===== config.mk =====
export PLATFORM = sky130hd
export DESIGN_NAME = fetch_group_unit
export DESIGN_NICKNAME = d
export VERILOG_FILES = /design/src/rtl/fetch_group_unit.sv
export SDC_FILE = /design/constraint.sdc
export NUM_CORES = 1
export LEC_CHECK = 0
export BUFFER_PORTS_ARGS = -buffer_cell sky130_fd_sc_hd__buf_2
export CAP_MARGIN = 30
export CORE_AREA = 2 2 227 229
export DETAILED_ROUTE_END_ITERATION = 10
export DIE_AREA = 0 0 229 231
export SLEW_MARGIN = 20
export SYNTH_ARGS = -nofsm -noshare
export SYNTH_HDL_FRONTEND = slang
export SYNTH_SLANG_ARGS = --single-unit

===== constraint.sdc =====
create_clock -name CLK -period 12 [get_ports CLK]
set_clock_uncertainty 0.05 [all_clocks]
set_input_delay 0.6 -clock CLK [delete_from_list [all_inputs] [get_ports CLK]]
set_output_delay 0.6 -clock CLK [all_outputs]
set_load 0.01 [all_outputs]

===== src/rtl/fetch_group_unit.sv =====
`default_nettype none
// ============================================================================
// Module   : fetch_group_unit
// Brief    : 4-wide fetch stage. Holds the fetch PC and registers four
//            consecutive instruction words into the decode latch.
// Revision : 1.0 - initial release
// ============================================================================
module fetch_group_unit #(
    parameter logic [31:0] RESET_PC   = 32'h0000_0000,
    parameter logic [31:0] IMEM_LIMIT = 32'h0000_0400
) (
    input  logic        CLK,
    input  logic        reset,
    input  logic [2:0]  PCPlusSrc,
    input  logic        BTAPstall,
    input  logic        ROBFlush,
    input  logic [31:0] ROBRedirectPC,
    output logic [31:0] IAddr1,
    output logic [31:0] IAddr2,
    output logic [31:0] IAddr3,
    output logic [31:0] IAddr4,
    input  logic [31:0] IData1,
    input  logic [31:0] IData2,
    input  logic [31:0] IData3,
    input  logic [31:0] IData4,
    output logic [31:0] InstrD1,
    output logic [31:0] InstrD2,
    output logic [31:0] InstrD3,
    output logic [31:0] InstrD4,
    output logic [31:0] PCPlus4D1,
    output logic [31:0] PCPlus4D2,
    output logic [31:0] PCPlus4D3,
    output logic [31:0] PCPlus4D4,
    output logic [3:0]  ValidD,
    output logic [31:0] FetchPC
);

    logic [31:0] r_pc;
    logic [31:0] r_instr [4];
    logic [31:0] r_pc4   [4];
    logic [3:0]  r_valid;

    logic [31:0] w_fetch_pc;
    logic [31:0] w_redirect_pc;
    logic        w_replay;
    logic [2:0]  w_src_m1;
    logic        w_load;
    logic [31:0] w_addr  [4];
    logic [31:0] w_idata [4];
    logic [3:0]  w_slot_ok;

    assign w_redirect_pc = {ROBRedirectPC[31:2], 2'b00};
    // Codes 5..7 are illegal and behave exactly like code 0.
    assign w_replay      = (PCPlusSrc != 3'd0) && (PCPlusSrc <= 3'd4);
    assign w_src_m1      = PCPlusSrc - 3'd1;
    assign w_load        = w_replay || !BTAPstall;

    always_comb begin
        w_fetch_pc = r_pc;
        if (reset) begin
            w_fetch_pc = RESET_PC;
        end else if (ROBFlush) begin
            w_fetch_pc = w_redirect_pc;
        end else if (w_replay) begin
            w_fetch_pc = r_pc4[w_src_m1[1:0]] - 32'd4;
        end
    end

    assign w_idata[0] = IData1;
    assign w_idata[1] = IData2;
    assign w_idata[2] = IData3;
    assign w_idata[3] = IData4;

    generate
        for (genvar n = 0; n < 4; n++) begin : g_slot
            assign w_addr[n]    = w_fetch_pc + 32'(4 * n);
            assign w_slot_ok[n] = (w_addr[n] < IMEM_LIMIT);
        end
    endgenerate

    // A flush loads a bubble; PCPlus4D keeps its previous contents.
    always_ff @(posedge CLK) begin
        if (reset) begin
            r_pc    <= RESET_PC;
            r_valid <= 4'b0000;
            for (int n = 0; n < 4; n++) begin
                r_instr[n] <= 32'd0;
                r_pc4[n]   <= 32'd0;
            end
        end else if (ROBFlush) begin
            r_pc    <= w_redirect_pc;
            r_valid <= 4'b0000;
            for (int n = 0; n < 4; n++) begin
                r_instr[n] <= 32'd0;
            end
        end else if (w_load) begin
            r_pc    <= w_fetch_pc + 32'd16;
            r_valid <= w_slot_ok;
            for (int n = 0; n < 4; n++) begin
                r_instr[n] <= w_slot_ok[n] ? w_idata[n] : 32'd0;
                r_pc4[n]   <= w_addr[n] + 32'd4;
            end
        end
    end

    assign FetchPC   = w_fetch_pc;
    assign IAddr1    = w_addr[0];
    assign IAddr2    = w_addr[1];
    assign IAddr3    = w_addr[2];
    assign IAddr4    = w_addr[3];
    assign InstrD1   = r_instr[0];
    assign InstrD2   = r_instr[1];
    assign InstrD3   = r_instr[2];
    assign InstrD4   = r_instr[3];
    assign PCPlus4D1 = r_pc4[0];
    assign PCPlus4D2 = r_pc4[1];
    assign PCPlus4D3 = r_pc4[2];
    assign PCPlus4D4 = r_pc4[3];
    assign ValidD    = r_valid;

endmodule
`default_nettype wire


======== Word-level counts from Yosys, hierarchy flattened ========
Memory sizes are Yosys's and may differ from the RTL's.
Index checks and enable logic that the tools add are counted.
word-level totals
  RAM bits ................................ 256
  memories kept ........................... 2
  word-level logic and storage cells ...... 67
  output and inout port bits .............. 420
  register bits ........................... 36
  input port bits ......................... 167
memories
  memory   words  width  rd ports  clocked after memory_dff  wr ports  line  text
  r_instr  4      32     4         0                         4         39    logic [31:0] r_instr [4];
  r_pc4    4      32     5         0                         4         40    logic [31:0] r_pc4 [4];
cells by class
  reductions and logical operators ........ 6
  bitwise gates (word level) .............. 12
  magnitude comparators ................... 5
  add/sub/neg operators ................... 9
  multiplexer cells ....................... 30
operators with widths
  cell                     count
  $mux W32                 21
  $add A32 B3 Y32 const B  4
  $lt A32 B11 Y1 const B   4
  $add A32 B4 Y32 const B  2
  $add A32 B5 Y32 const B  1
  $sub A32 B3 Y32 const B  1
  $or A1 B1 Y1             12
  $mux W1                  9
  $le A3 B3 Y1 const B     1
  $reduce_bool A3 Y1       1
  $reduce_bool A2 Y1       1
  $reduce_or A2 Y1         1
  $sub A2 B1 Y2 const B    1
  $logic_and A1 B1 Y1      1
  $logic_not A1 Y1         1
  $logic_or A1 B1 Y1       1

======== Logic depth before layout (Yosys ltp) ========
An unclocked memory read counts as a cell.
  depth after elaboration ................. 10
  mapped depth ............................ 28
  mapped depth without buffers ............ 20

======== Worst setup path after synthesis ========
OpenSTA, ideal clock, no wires.
  path kind ............................... input to register
  start point ............................. input PCPlusSrc[0]
  end point ............................... memory r_pc4[0][10] (enable)
  data required time ...................... 11.185 ns
  setup time .............................. 0.765 ns
  slack ................................... 0.275 ns
  cell stages on the path ................. 12
  path buffers ............................ 7
  arrival ................................. 10.910 ns
  cell sequence ........................... buf_6 buf_6 buf_4 inv_1 ha_1 xor2_1 clkbuf_1 clkbuf_1 and2_1 clkbuf_1 clkbuf_1 o21ai_0
RTL lines
  element      line  text
  from (decl)  14    input logic [2:0] PCPlusSrc,
  to (decl)    40

==> flow_summary.yaml <==
setup_path:
  crit_path_end_kind: "flip-flop"
  r2r-start: "r_pc4[3][3]"
  cp-start-kind: "primary input"
  rrSetupSlack_ps: 4840
  crit_required_ps: 12370
  crit_slowest_cell: "and4_1"
  max_stage_delay_ps: 900
  reg2reg_to: "r_instr[1][30]"
  critical_path_class: "in -> reg"
  cp_data_arrival_time_ps: 8860
  cp_num_buf_inv: 6
  crit_chain: "buf_2, buf_4, inv_1, ha_1, buf_4, mux2i_1, mux2i_1, inv_1, ha_1, inv_1, or4_1, or4_4, a31oi_4, a21boi_4, nand4_4, nor4_1, xnor2_1, nand2_1, nor4_1, and4_1, and2_1"
  crit_family: "simple AND/OR/NAND/NOR gates"
  crit_fanout: 34
  ff2ff_path_depth: 16
  crit_top_cell: "inv_1"
global_routing:
  grt_max_degree: 76
  grt_pass1_vias: 15699
  grtUsageTotal_pct: 26.8
  grt_pass1_wl_mm: 106
  grt_overflow_total: 0
  antenna_found_initial: 6
pwr:
  power_density_mw_per_mm2: 129
  peakVddDrop_uv: 79.8
  leakage_nw: 9.82
logic_synthesis:
  synth_nets: 1994
  synth.top_cells.by_area: "edfxtp_1 (37%), dfxtp_1 (7.7%), xnor2_1 (5.2%)"
  synth-adder-area-share_pct: 0.776
  synth.largest_area_cell: "edfxtp_1"
  synthMuxAreaShare_pct: 5.43
  synth_edf_count: 216
  postSynthCellCount: 1816
  netlist_area_sq_mm: 0.0177
  synth_top_family_by_area: "simple AND/OR/NAND/NOR gates"
  synthArstFlopShare_pct: 0
  synth.ff_latch_count: 284
  synth_xor_area_share_pct: 6.87
  yosysTopAreaCellShare_pct: 36.6
  yosysSeqAreaShare_pct: 44.3
  yosysWarningCount: 0
  syn_avg_cell_area_sq_um: 9.76
  synth_cell_types: 87
  synth_compound_area_share_pct: 11.7
  synth_simple_gate_area_share_pct: 24.8
  synth_flop_cell: "edfxtp_1"
final_layout:
  fin_nets: 2508
  n_fill_cell: 5042
  final_layout_size_suffix_gt1_share_pct: 33.1
  syn_to_final_growth_pct: 25.4
sta:
  relSlewSlack_pct: 34.1
  whs_ps: 206
  slew_viol_final: 0
  timing.final.crit_share_pct: 70.8
  setup_violations: 0
  tns_ps: 0
  final.min_clock_period_ps: 8490
  rsz0062_at_grt: "no"
  max_freq_mhz: 118
  tightest_slew_ps: 980
  hold_viol: 0
detailed_routing:
  routed_wl_mm: 74.2
  dr.pass1.iters: 7
  routed_via_density: 5.58
  ant_nets: 0
  detail_route.wl_per_cell_microns: 24.4
  drt-initial-drc-count: 1656
  vias: 16966
  drc_errors: 0
clocking:
  htreeDepth: 2
  cts_tree: "done"
  insertion_delay_ps: 560
  root_buffer: "clkbuf_16"
  cts_buffers: 35
  path_clk_slew_ps: 60
  cts_resized: 0
  ctsHoldBuffers: 0
  cts.path.max_buffers: 3
  clkSinkCount: 284
  post_cts_buffers: 0
placed_design:
  dp_hpwl_mm: 57.2
  port_buffers: 584
  finalWeightedCongestion: 0.949
die:
  fp.dieH_microns: 231
  std_cell_rows: 83
  dieArea_sq_mm: 0.0529
  core_area_sq_mm: 0.0507
  initial_core_util_pct: 35.0
  fp.dieW_microns: 229
  io_pins: 587
run:
  maxCapViolCount: 0
worst_hold_path:
  min_path_cells: 2
  hp-start: "IData3[19]"
  hold_path.class: "in -> reg"
  worstHoldEndpoint: "r_instr[2][19]"
run_status:
  status: "finished clean"
per-stage QoR:
step | worst slack, ps | total power (W) | std cells | utilization [%] | area, sq um
4_1_cts | 3600 | 0.00287 | 3036 | 43.8 | 22200
5_1_grt | 3010 | 0.00296 | 3038 | 43.9 | 22200
6_report | 3510 | 0.00286 | 3039 | 43.9 | 22200
2_1_floorplan | 275 | 0.00156 | 1816 | - | 17700
3_5_place_dp | 3050 | 0.00181 | 2972 | 41.6 | 21100
3_3_place_gp | 3120 | 0.00181 | 2970 | 41.5 | 21100
area by class of cell:
class | instances | area [sq um] | area share, %
Antenna cell | 2 | 5.00 | 0.0225
Clock buffer | 42 | 943 | 4.24
Clock inverter | 22 | 179 | 0.805
Inverter | 70 | 268 | 1.20
Multi-Input combinational cell | 1308 | 8830 | 39.7
Sequential cell | 284 | 7850 | 35.3
Tap cell | 680 | 851 | 3.83
Timing Repair Buffer | 631 | 3310 | 14.9
worst max path at each step:
stage | start | endpoint | slack, ps | cells past startpoint
3_5_place_dp | PCPlusSrc[0] | r_instr[1][30] | 3050 | 21
5_1_grt | PCPlusSrc[0] | r_instr[1][24] | 3010 | 23
4_1_cts | PCPlusSrc[0] | r_instr[1][30] | 3600 | 21
6_report | PCPlusSrc[0] | r_instr[1][30] | 3510 | 21
3_3_place_gp | PCPlusSrc[0] | r_instr[3][4] | 3120 | 21
2_1_floorplan | PCPlusSrc[0] | r_pc4[0][10] | 280 | 12
placed cells by master (no fill, tap or decap), drive strengths merged, types with 42 or more instances in the layout:
cell type	count
nor2	148
dfxtp	68
xnor2	106
a21oi	76
and2	133
edfxtp	216
nand4	45
nand3	67
nor3	73
nand2	137
inv	67
o21ai	48
buf	631
nor4	57
clkbuf	42
where the power goes:
part	total [W]	internal [W]	switching, W
registers	0.00114	0.00111	0.0000286
logic	0.000670	0.000224	0.000447
clock network	0.00105	0.000608	0.000443
per-layer routing:
metal / track usage [%] / up-vias / share of wire, %
met4: 8.34 / 4 / 2.4
met1: 35.9 / 8209 / 41
met2: 43.6 / 953 / 47
met5: 0 / - / 0.042
met3: 5.36 / 131 / 9.1
li1: - / 7669 / -
sequential cells by signal, summed over array words and instances, names as in the netlist:
signal / count
ValidD: 4
r_instr: 128
r_pc: 32
r_pc4: 120
synth_stat cells (all sizes together) (9+ instances only):
cell	n
xor2	33
and3	31
ha	11
mux4	28
clkbuf	80
nor3	73
and4	12
a21oi	76
xnor2	106
mux2	9
buf	74
nor2	148
a211oi	13
nor4	57
or3	23
or2	13
a22o	33
mux2i	23
nand2b	9
nor3b	11
inv	66
or4	24
o211a	9
nand2	137
nand3	67
o21ai	48
dfxtp	68
and2	133
a31oi	18
nand4	45
o211ai	25
edfxtp	216
worst register-to-register path, cell delays in order, from the launching register on:
cell      delay [ps]
edfxtp_1         410
mux2i_1          140
mux2i_1          280
inv_1            240
ha_1             240
inv_1             80
or4_1            740
or4_4            610
a31oi_4          750
a21boi_4         440
nand4_4          220
nor4_1           660
xnor2_1          330
nand2_1          100
nor4_1           590
and4_1           900
and2_1           240
logic make-up after synthesis:
kind of cell | after synthesis
multiplexers | 60
buffers and inverters | 224
AO/OA/AOI/OAI | 299
flip-flops | 284
XOR/XNOR | 139
adder cells (fa/ha/maj) | 11
AND/OR/NAND/NOR | 799
(Power assumes the default switching activity.)
